$ cat src/rtl/score_argmax_pkg.sv
// Shared constants and types for the argmax reader on the vector-matrix product output.
package score_argmax_pkg;

   localparam int N          = 10;
   localparam int VALUE_SIZE = 26;
   localparam int IDX_W      = 4;

   typedef logic signed [VALUE_SIZE-1:0] score_t;
   typedef logic [IDX_W-1:0]             idx_t;

   typedef enum logic {
      ACCUM = 1'b0,
      HOLD  = 1'b1
   } state_t;

endpackage

$ cat src/rtl/score_argmax_max_select.sv
// Running-max update: the single place holding the signed compare and the tie rule.
module score_max_select
   import score_argmax_pkg::*;
(
   input  score_t cur_max,
   input  idx_t   cur_idx,
   input  score_t score,
   input  idx_t   beat_idx,
   input  logic   first,
   output score_t nxt_max,
   output idx_t   nxt_idx
);

   // Strict greater-than: an equal score never displaces the earlier class.
   always_comb begin
      nxt_max = cur_max;
      nxt_idx = cur_idx;
      if (first || (score > cur_max)) begin
         nxt_max = score;
         nxt_idx = beat_idx;
      end
   end

endmodule

$ cat src/rtl/score_argmax.sv
// Serial argmax over N signed class scores, result presented on a valid/ready port.
module score_argmax
   import score_argmax_pkg::*;
(
   input  logic   clk,
   input  logic   GlobalReset,
   input  logic   score_valid,
   output logic   score_ready,
   input  score_t score_value,
   input  logic   score_last,
   output logic   class_valid,
   input  logic   class_ready,
   output idx_t   class_index,
   output score_t class_score,
   output logic   class_error
);

   state_t state, state_next;
   idx_t   count;
   score_t max_score, nxt_max;
   idx_t   max_idx, nxt_idx;
   logic   accept, count_full, frame_end;

   assign score_ready = (state == ACCUM);
   assign class_valid = (state == HOLD);
   assign accept      = score_valid && score_ready;
   assign count_full  = (count == idx_t'(N - 1));
   assign frame_end   = accept && (score_last || count_full);

   score_max_select u_sel (
      .cur_max  (max_score),
      .cur_idx  (max_idx),
      .score    (score_value),
      .beat_idx (count),
      .first    (count == '0),
      .nxt_max  (nxt_max),
      .nxt_idx  (nxt_idx)
   );

   always_ff @(posedge clk or negedge GlobalReset) begin
      if (!GlobalReset) begin
         state <= ACCUM;
      end else begin
         state <= state_next;
      end
   end

   always_comb begin
      state_next = state;
      case (state)
         ACCUM: if (frame_end)   state_next = HOLD;
         HOLD:  if (class_ready) state_next = ACCUM;
         default:                state_next = ACCUM;
      endcase
   end

   always_ff @(posedge clk or negedge GlobalReset) begin
      if (!GlobalReset) begin
         count       <= '0;
         max_score   <= '0;
         max_idx     <= '0;
         class_index <= '0;
         class_score <= '0;
         class_error <= 1'b0;
      end else if (accept) begin
         max_score <= nxt_max;
         max_idx   <= nxt_idx;
         if (frame_end) begin
            // Result takes the max including the terminating beat.
            class_index <= nxt_idx;
            class_score <= nxt_max;
            class_error <= score_last ^ count_full;
            count       <= '0;
         end else begin
            count <= count + 1'b1;
         end
      end
   end

endmodule

$ cat config.mk
export PLATFORM = sky130hd
export DESIGN_NAME = score_argmax
export DESIGN_NICKNAME = d
export VERILOG_FILES = /design/src/rtl/score_argmax_pkg.sv /design/src/rtl/score_argmax_max_select.sv /design/src/rtl/score_argmax.sv
export SDC_FILE = /design/constraint.sdc
export NUM_CORES = 1
export LEC_CHECK = 0
export BUFFER_PORTS_ARGS = -buffer_cell sky130_fd_sc_hd__buf_2
export CAP_MARGIN = 20
export CORE_MARGIN = 4
export CORE_UTILIZATION = 61
export CTS_CLUSTER_SIZE = 14
export DETAILED_ROUTE_END_ITERATION = 7
export PLACE_DENSITY = 0.85
export SLEW_MARGIN = 20
export SYNTH_ARGS = -nofsm -noshare
export SYNTH_HDL_FRONTEND = slang
export SYNTH_HIERARCHICAL = 1
export SYNTH_SLANG_ARGS = --single-unit
$ cat constraint.sdc
create_clock -name clk -period 6.9 [get_ports clk]
set_input_delay 1.035 -clock clk [delete_from_list [all_inputs] [get_ports clk]]
set_output_delay 1.035 -clock clk [all_outputs]
set_load 0.05 [all_outputs]
==> impl_metrics.json, run 1 <==
{
  "drtAntennaViolNets": 0,
  "h-tree-depth": 3,
  "ctsHoldBuffers": 0,
  "outcome": "finished clean",
  "dp.cells": 480,
  "diodes": 0,
  "nets": 477,
  "final.fill_count": 421,
  "finalNonFillerCells": 496,
  "io_pins": 64,
  "worst_slew_pin_slew_ps": 829,
  "max-cap-violations": 0,
  "antenna_found_initial": 0,
  "cts_setup_buffers": 0,
  "first_pass_iters": 4,
  "crit_fanout": 19,
  "hold_depth": 2,
  "cts_resized": 0,
  "p_per_area_nw_per_um2": 534,
  "cp.arrival_ps": 3930,
  "grt_usage_pct": 22.3,
  "grt_max_degree": 67,
  "skew_ps": 11.9,
  "insertion_delay_ps": 360,
  "synthTopCellsByCount": "nand2_1, dfrtp_1, mux2_4, inv_1, ha_1",
  "p_leak_uw": 0.00238,
  "startpoint": "score_value[25]",
  "synth_largest_area_cell": "dfrtp_1",
  "setup.worst_path.class": "in2reg",
  "yosysMostFrequentCell": "nand2_1",
  "crit_required_ps": 7140,
  "cp_slowest_stage_delay_ps": 570,
  "r2r_cells": 9,
  "grt_pass1_wl_mm": 13.2,
  "dieArea_um2": 7770,
  "vias": 2683,
  "worstHoldStart": "max_idx[0]",
  "end_kind": "register",
  "fp.dieW_um": 88.2,
  "post_drt_wl_per_cell_um": 16.0,
  "finalHoldViolations": 0,
  "dpl.hpwl_mm": 5.43,
  "finalSetupTns_ps": 0,
  "row_count": 28,
  "initial_utilization_pct": 64.7,
  "timing.rr.start": "max_score[25]",
  "syn2layout_area_growth_pct": 14.1,
  "cts_buffer_depth": 2,
  "period_minus_slack_ps": 3690,
  "cts-root-buf": "clkbuf_8",
  "routed_wl_mm": 7.96,
  "ys_top_cells_by_area": "dfrtp_1, mux2_4, ha_1, nand2_1, inv_1",
  "synthesis.nets": 414,
  "netlist_area_um2": 3920,
  "syn_inst": 353,
  "peakVddDrop_mv": 0.339,
  "rsz0062_at_grt": "false",
  "cts.sinks": 66,
  "drt_iter0_markers": 100,
  "ys_warn_count": 6,
  "max_freq_mhz": 271,
  "cp-start-kind": "primary input",
  "core_um2": 6060,
  "synthFlopType": "dfrtp_1",
  "ys_types": 36,
  "io_buffers": 63,
  "asyncSetResetFlopFracSynth_pct": 100,
  "fin_util_pct": 73.8,
  "die_h_um": 88.2,
  "relSlewSlack_pct": 44.7,
  "drv_slew": 0,
  "yosysTopAreaCellShare_pct": 42.1,
  "overflow": 0,
  "cts_tree": "yes",
  "place_congestion": 0.780,
  "power_uw": 2390,
  "setup_violations": 0,
  "clk_pin_slew_ps": 80,
  "worst_path_max_delay_cell": "or4_4",
  "synth-seq-area-share_pct": 42.1,
  "synth_enable_flop_cells": 0,
  "vias_per_cell": 5.41,
  "cts_buffers": 9,
  "synth_area_per_cell_um2": 11.1,
  "path_cells": "buf_2 > ha_1 > a21oi_1 > o21ai_0 > or4_4 > o21ai_4 > buf_4 > mux2_4 > mux2_2",
  "drive_gt1_share_pct": 35.6,
  "hold_ws_ps": 495,
  "ys_ff_latch": 66,
  "drc_errors": 0,
  "grt_pass1_vias": 2792,
  "hp-class": "reg2reg",
  "finalCritPeriodShare_pct": 53.5
}
placed cells by master (no fill, tap or decap), drive strengths merged, types with 2 or more instances in the layout:
cell type and n:
inv 31, a21o 3, o311ai 2, clkinvlp 2
ha 30, bufinv 3, clkbuf 10, a21oi 10
a21boi 2, dfrtp 66, o21ai 5, nor2 4
nand3 8, nand2 98, mux2 61, nand4 5
nand2b 2, buf 66, nand3b 2
stage by stage:
step | setup slack [ps] | cell area, µm²
2_1_floorplan | 3690 | 3920
3_3_place_gp | 2900 | 4220
3_5_place_dp | 2870 | 4220
4_1_cts | 3210 | 4470
5_1_grt | 3060 | 4470
6_report | 3210 | 4470
registers in the layout, indices dropped and copies added (netlist names):
| signal | flops |
|---|---|
| class_score | 26 |
| max_score | 26 |
| class_index | 4 |
| count | 4 |
| max_idx | 4 |
| class_error | 1 |
| class_valid | 1 |
worst max-delay path, delay by kind of cell:
| kind | cells | cell delay, ps |
|---|---|---|
| AOI/OAI and AO/OA | 3 | 760 |
| muxes | 2 | 620 |
| buffers and inverters | 2 | 570 |
| and+or+nand+nor | 1 | 570 |
| adders and majority gates | 1 | 350 |
routing by layer:
layer | GRT usage [%] | wire (µm) | up-vias
met5 | 0 | 0 | -
met4 | 7.97 | 114 | 0
met3 | 5.93 | 434 | 11
met2 | 37.1 | 3980 | 63
met1 | 28.0 | 3430 | 1305
li1 | - | - | 1304
logic make-up (layout without fill, tap and decap cells):
logic type	after synthesis	in the layout	share of synthesized area, %
AO/OA/AOI/OAI	25	25	3.99
flip-flops	66	66	42.1
AND/OR/NAND/NOR	125	125	14.4
multiplexers	61	61	23.2
adder cells (fa/ha/maj)	30	30	9.57
XOR/XNOR	1	1	0.223
buffers and inverters	45	113	6.57
layout make-up:
type	instances	area, µm²	area share, %
clock buffers	10	138	3.08
multi-input cells	242	2020	45.2
repair buffers	66	338	7.55
well taps	75	93.8	2.10
flip-flops and latches	66	1650	36.9
inverters	31	116	2.60
clock inverters	6	114	2.55
final timing paths:
| path | endpoint | slack (ps) |
|---|---|---|
| min in group asynchronous | max_score[10] | 840 |
| max in group asynchronous | class_score[2] | 5500 |
| min | max_idx[0] | 500 |
| min reg2reg | max_idx[0] | 500 |
| max | class_score[10] | 3210 |
| max reg2reg | class_score[10] | 3590 |
where the power goes:
| part | internal, µW | switching, µW |
|---|---|---|
| Sequential | 563 | 128 |
| Clock | 250 | 159 |
| Combinational | 537 | 754 |
No activity file was read; power rests on OpenSTA's default activity.
==> run 2: changes to the inputs <==
--- a/config.mk
+++ b/config.mk
@@ -8,10 +8,10 @@
 export BUFFER_PORTS_ARGS = -buffer_cell sky130_fd_sc_hd__buf_2
 export CAP_MARGIN = 20
 export CORE_MARGIN = 4
-export CORE_UTILIZATION = 61
+export CORE_UTILIZATION = 51
 export CTS_CLUSTER_SIZE = 14
 export DETAILED_ROUTE_END_ITERATION = 7
-export PLACE_DENSITY = 0.85
+export PLACE_DENSITY = 0.76
 export SLEW_MARGIN = 20
 export SYNTH_ARGS = -nofsm -noshare
 export SYNTH_HDL_FRONTEND = slang
==> constraint.sdc (replaced) <==
create_clock -name clk -period 3.1 [get_ports clk]
set_input_delay 0.465 -clock clk [delete_from_list [all_inputs] [get_ports clk]]
set_output_delay 0.465 -clock clk [all_outputs]
set_load 0.05 [all_outputs]
==> impl_metrics.json, run 2 (synthesis results as in run 1) <==
{
  "grt_max_degree": 39,
  "crit_fanout": 23,
  "cts_tree": "yes",
  "vias": 2673,
  "io_pins": 64,
  "antenna_found_initial": 0,
  "relSlewSlack_pct": 47.7,
  "h-tree-depth": 3,
  "skew_ps": 10.9,
  "drive_gt1_share_pct": 35.5,
  "drtAntennaViolNets": 0,
  "finalCritPeriodShare_pct": 90.4,
  "dpl.hpwl_mm": 5.54,
  "cp_slowest_stage_delay_ps": 430,
  "drv_slew": 0,
  "setup_violations": 0,
  "syn2layout_area_growth_pct": 14.0,
  "place_congestion": 0.764,
  "cts_setup_buffers": 0,
  "finalNonFillerCells": 521,
  "cp-start-kind": "register",
  "cp.arrival_ps": 3030,
  "drt_iter0_markers": 166,
  "worst_path_max_delay_cell": "nor4_2",
  "grt_usage_pct": 18.8,
  "max_freq_mhz": 357,
  "wl_met3_um": 326,
  "cts_resized": 0,
  "ctsHoldBuffers": 0,
  "cts_buffer_depth": 2,
  "setup_ws_ps": 298,
  "fp.dieW_um": 95.7,
  "final.fill_count": 642,
  "r2r_cells": 10,
  "setup.worst_path.class": "reg2reg",
  "first_pass_iters": 4,
  "grt_pass1_wl_mm": 13.2,
  "finalHoldViolations": 0,
  "cts_buffers": 9,
  "regArea_um2": 1650,
  "dr_wl_met2_mm": 3.92,
  "nets": 478,
  "crit_required_ps": 3320,
  "clk_pin_slew_ps": 80,
  "cts-root-buf": "clkbuf_8",
  "diodes": 0,
  "max-cap-violations": 0,
  "overflow": 0,
  "final_common_cell": "nand2_1",
  "crit_family": "simple AND/OR/NAND/NOR gates",
  "finalSetupTns_ps": 0,
  "initial_utilization_pct": 53.2,
  "dieArea_um2": 9160,
  "mostFrequentLayoutCells": "nand2_1, dfrtp_1, buf_2, mux2_4, inv_1",
  "routed_wl_mm": 7.90,
  "end_kind": "register",
  "pre_cts_ws_ps": 133,
  "core_um2": 7370,
  "grt_pass1_vias": 2818,
  "row_count": 31,
  "path_depth": 10,
  "worst_slew_pin_slew_ps": 785,
  "top_regs": "class_score x26, max_score x26",
  "post_drt_wl_per_cell_um": 15.2,
  "outcome": "finished clean",
  "path_cells": "inv_1 > ha_1 > nand4_2 > nor4_2 > nand3_1 > a21boi_0 > o21ai_4 > buf_12 > mux2_4 > mux2_2",
  "insertion_delay_ps": 340,
  "peakVddDrop_mv": 0.596,
  "vias_per_cell": 5.13,
  "wirelength_met1_mm": 3.54,
  "dp.cells": 505,
  "p_per_area_nw_per_um2": 1150,
  "cts.sinks": 66,
  "die_h_um": 95.7,
  "multi_input_area_um2": 2020,
  "p_leak_uw": 0.00238,
  "io_buffers": 63,
  "period_minus_slack_ps": 2800,
  "rsz0062_at_grt": "false",
  "hp-class": "in2async",
  "top_layer": "met4",
  "cp_num_buf_inv": 2,
  "drc_errors": 0
}
==> run 2: cell types whose count changed in the layout (fill, tap and decap cells not counted), sizes merged <==
cell	delta
clkinvlp	-1
bufinv	-2
buf	+1
clkinv	+3
==> run 2: through the flow <==
stage / area (µm²) / utilization, % / total power (µW) / hold WS (ps)
2_1_floorplan: 3920 / - / 3880 / 169
3_3_place_gp: 4280 / 58.1 / 4370 / 457
3_5_place_dp: 4280 / 58.1 / 4460 / 467
4_1_cts: 4470 / 60.6 / 5180 / 178
5_1_grt: 4470 / 60.6 / 5480 / 204
6_report: 4470 / 60.6 / 5150 / 160
==> run 2: worst register-to-register path, cell delays in order, from the launching register on <==
cell	delay [ps]
dfrtp_1	370
inv_1	50
ha_1	360
nand4_2	200
nor4_2	430
nand3_1	130
a21boi_0	190
o21ai_4	120
buf_12	240
mux2_4	330
mux2_2	270
==> run 2: cell type report <==
class,instances,area share [%]
inverters,31,2.60
repair buffers,67,8.29
clock inverters,6,1.29
flip-flops and latches,66,37.0
multi-input cells,242,45.2
clock buffers,10,2.86
well taps,99,2.77
==> run 2: report_power, final <==
part	internal (µW)	switching [µW]	total, µW
sequential	1250	275	1530
combinational	1240	1680	2920
clock	366	338	705
total	2860	2290	5150
==> run 2: metal layers <==
layer  GRT usage [%]  up-vias
met4            6.87        0
met3            3.87        8
li1                -     1304
met1            23.8     1308
met2            31.6       53
met5               0        -
==> run 2: final timing paths <==
| kind | from | to | slack [ps] |
|---|---|---|---|
| max | max_score[25] | class_score[10] | 300 |
| min | GlobalReset | class_score[15] | 160 |
| min in group clk | class_ready | class_valid | 300 |
| max in group asynchronous | GlobalReset | max_score[10] | 2300 |
| max reg2reg | max_score[25] | class_score[10] | 300 |
| min reg2reg | max_idx[3] | max_idx[3] | 480 |
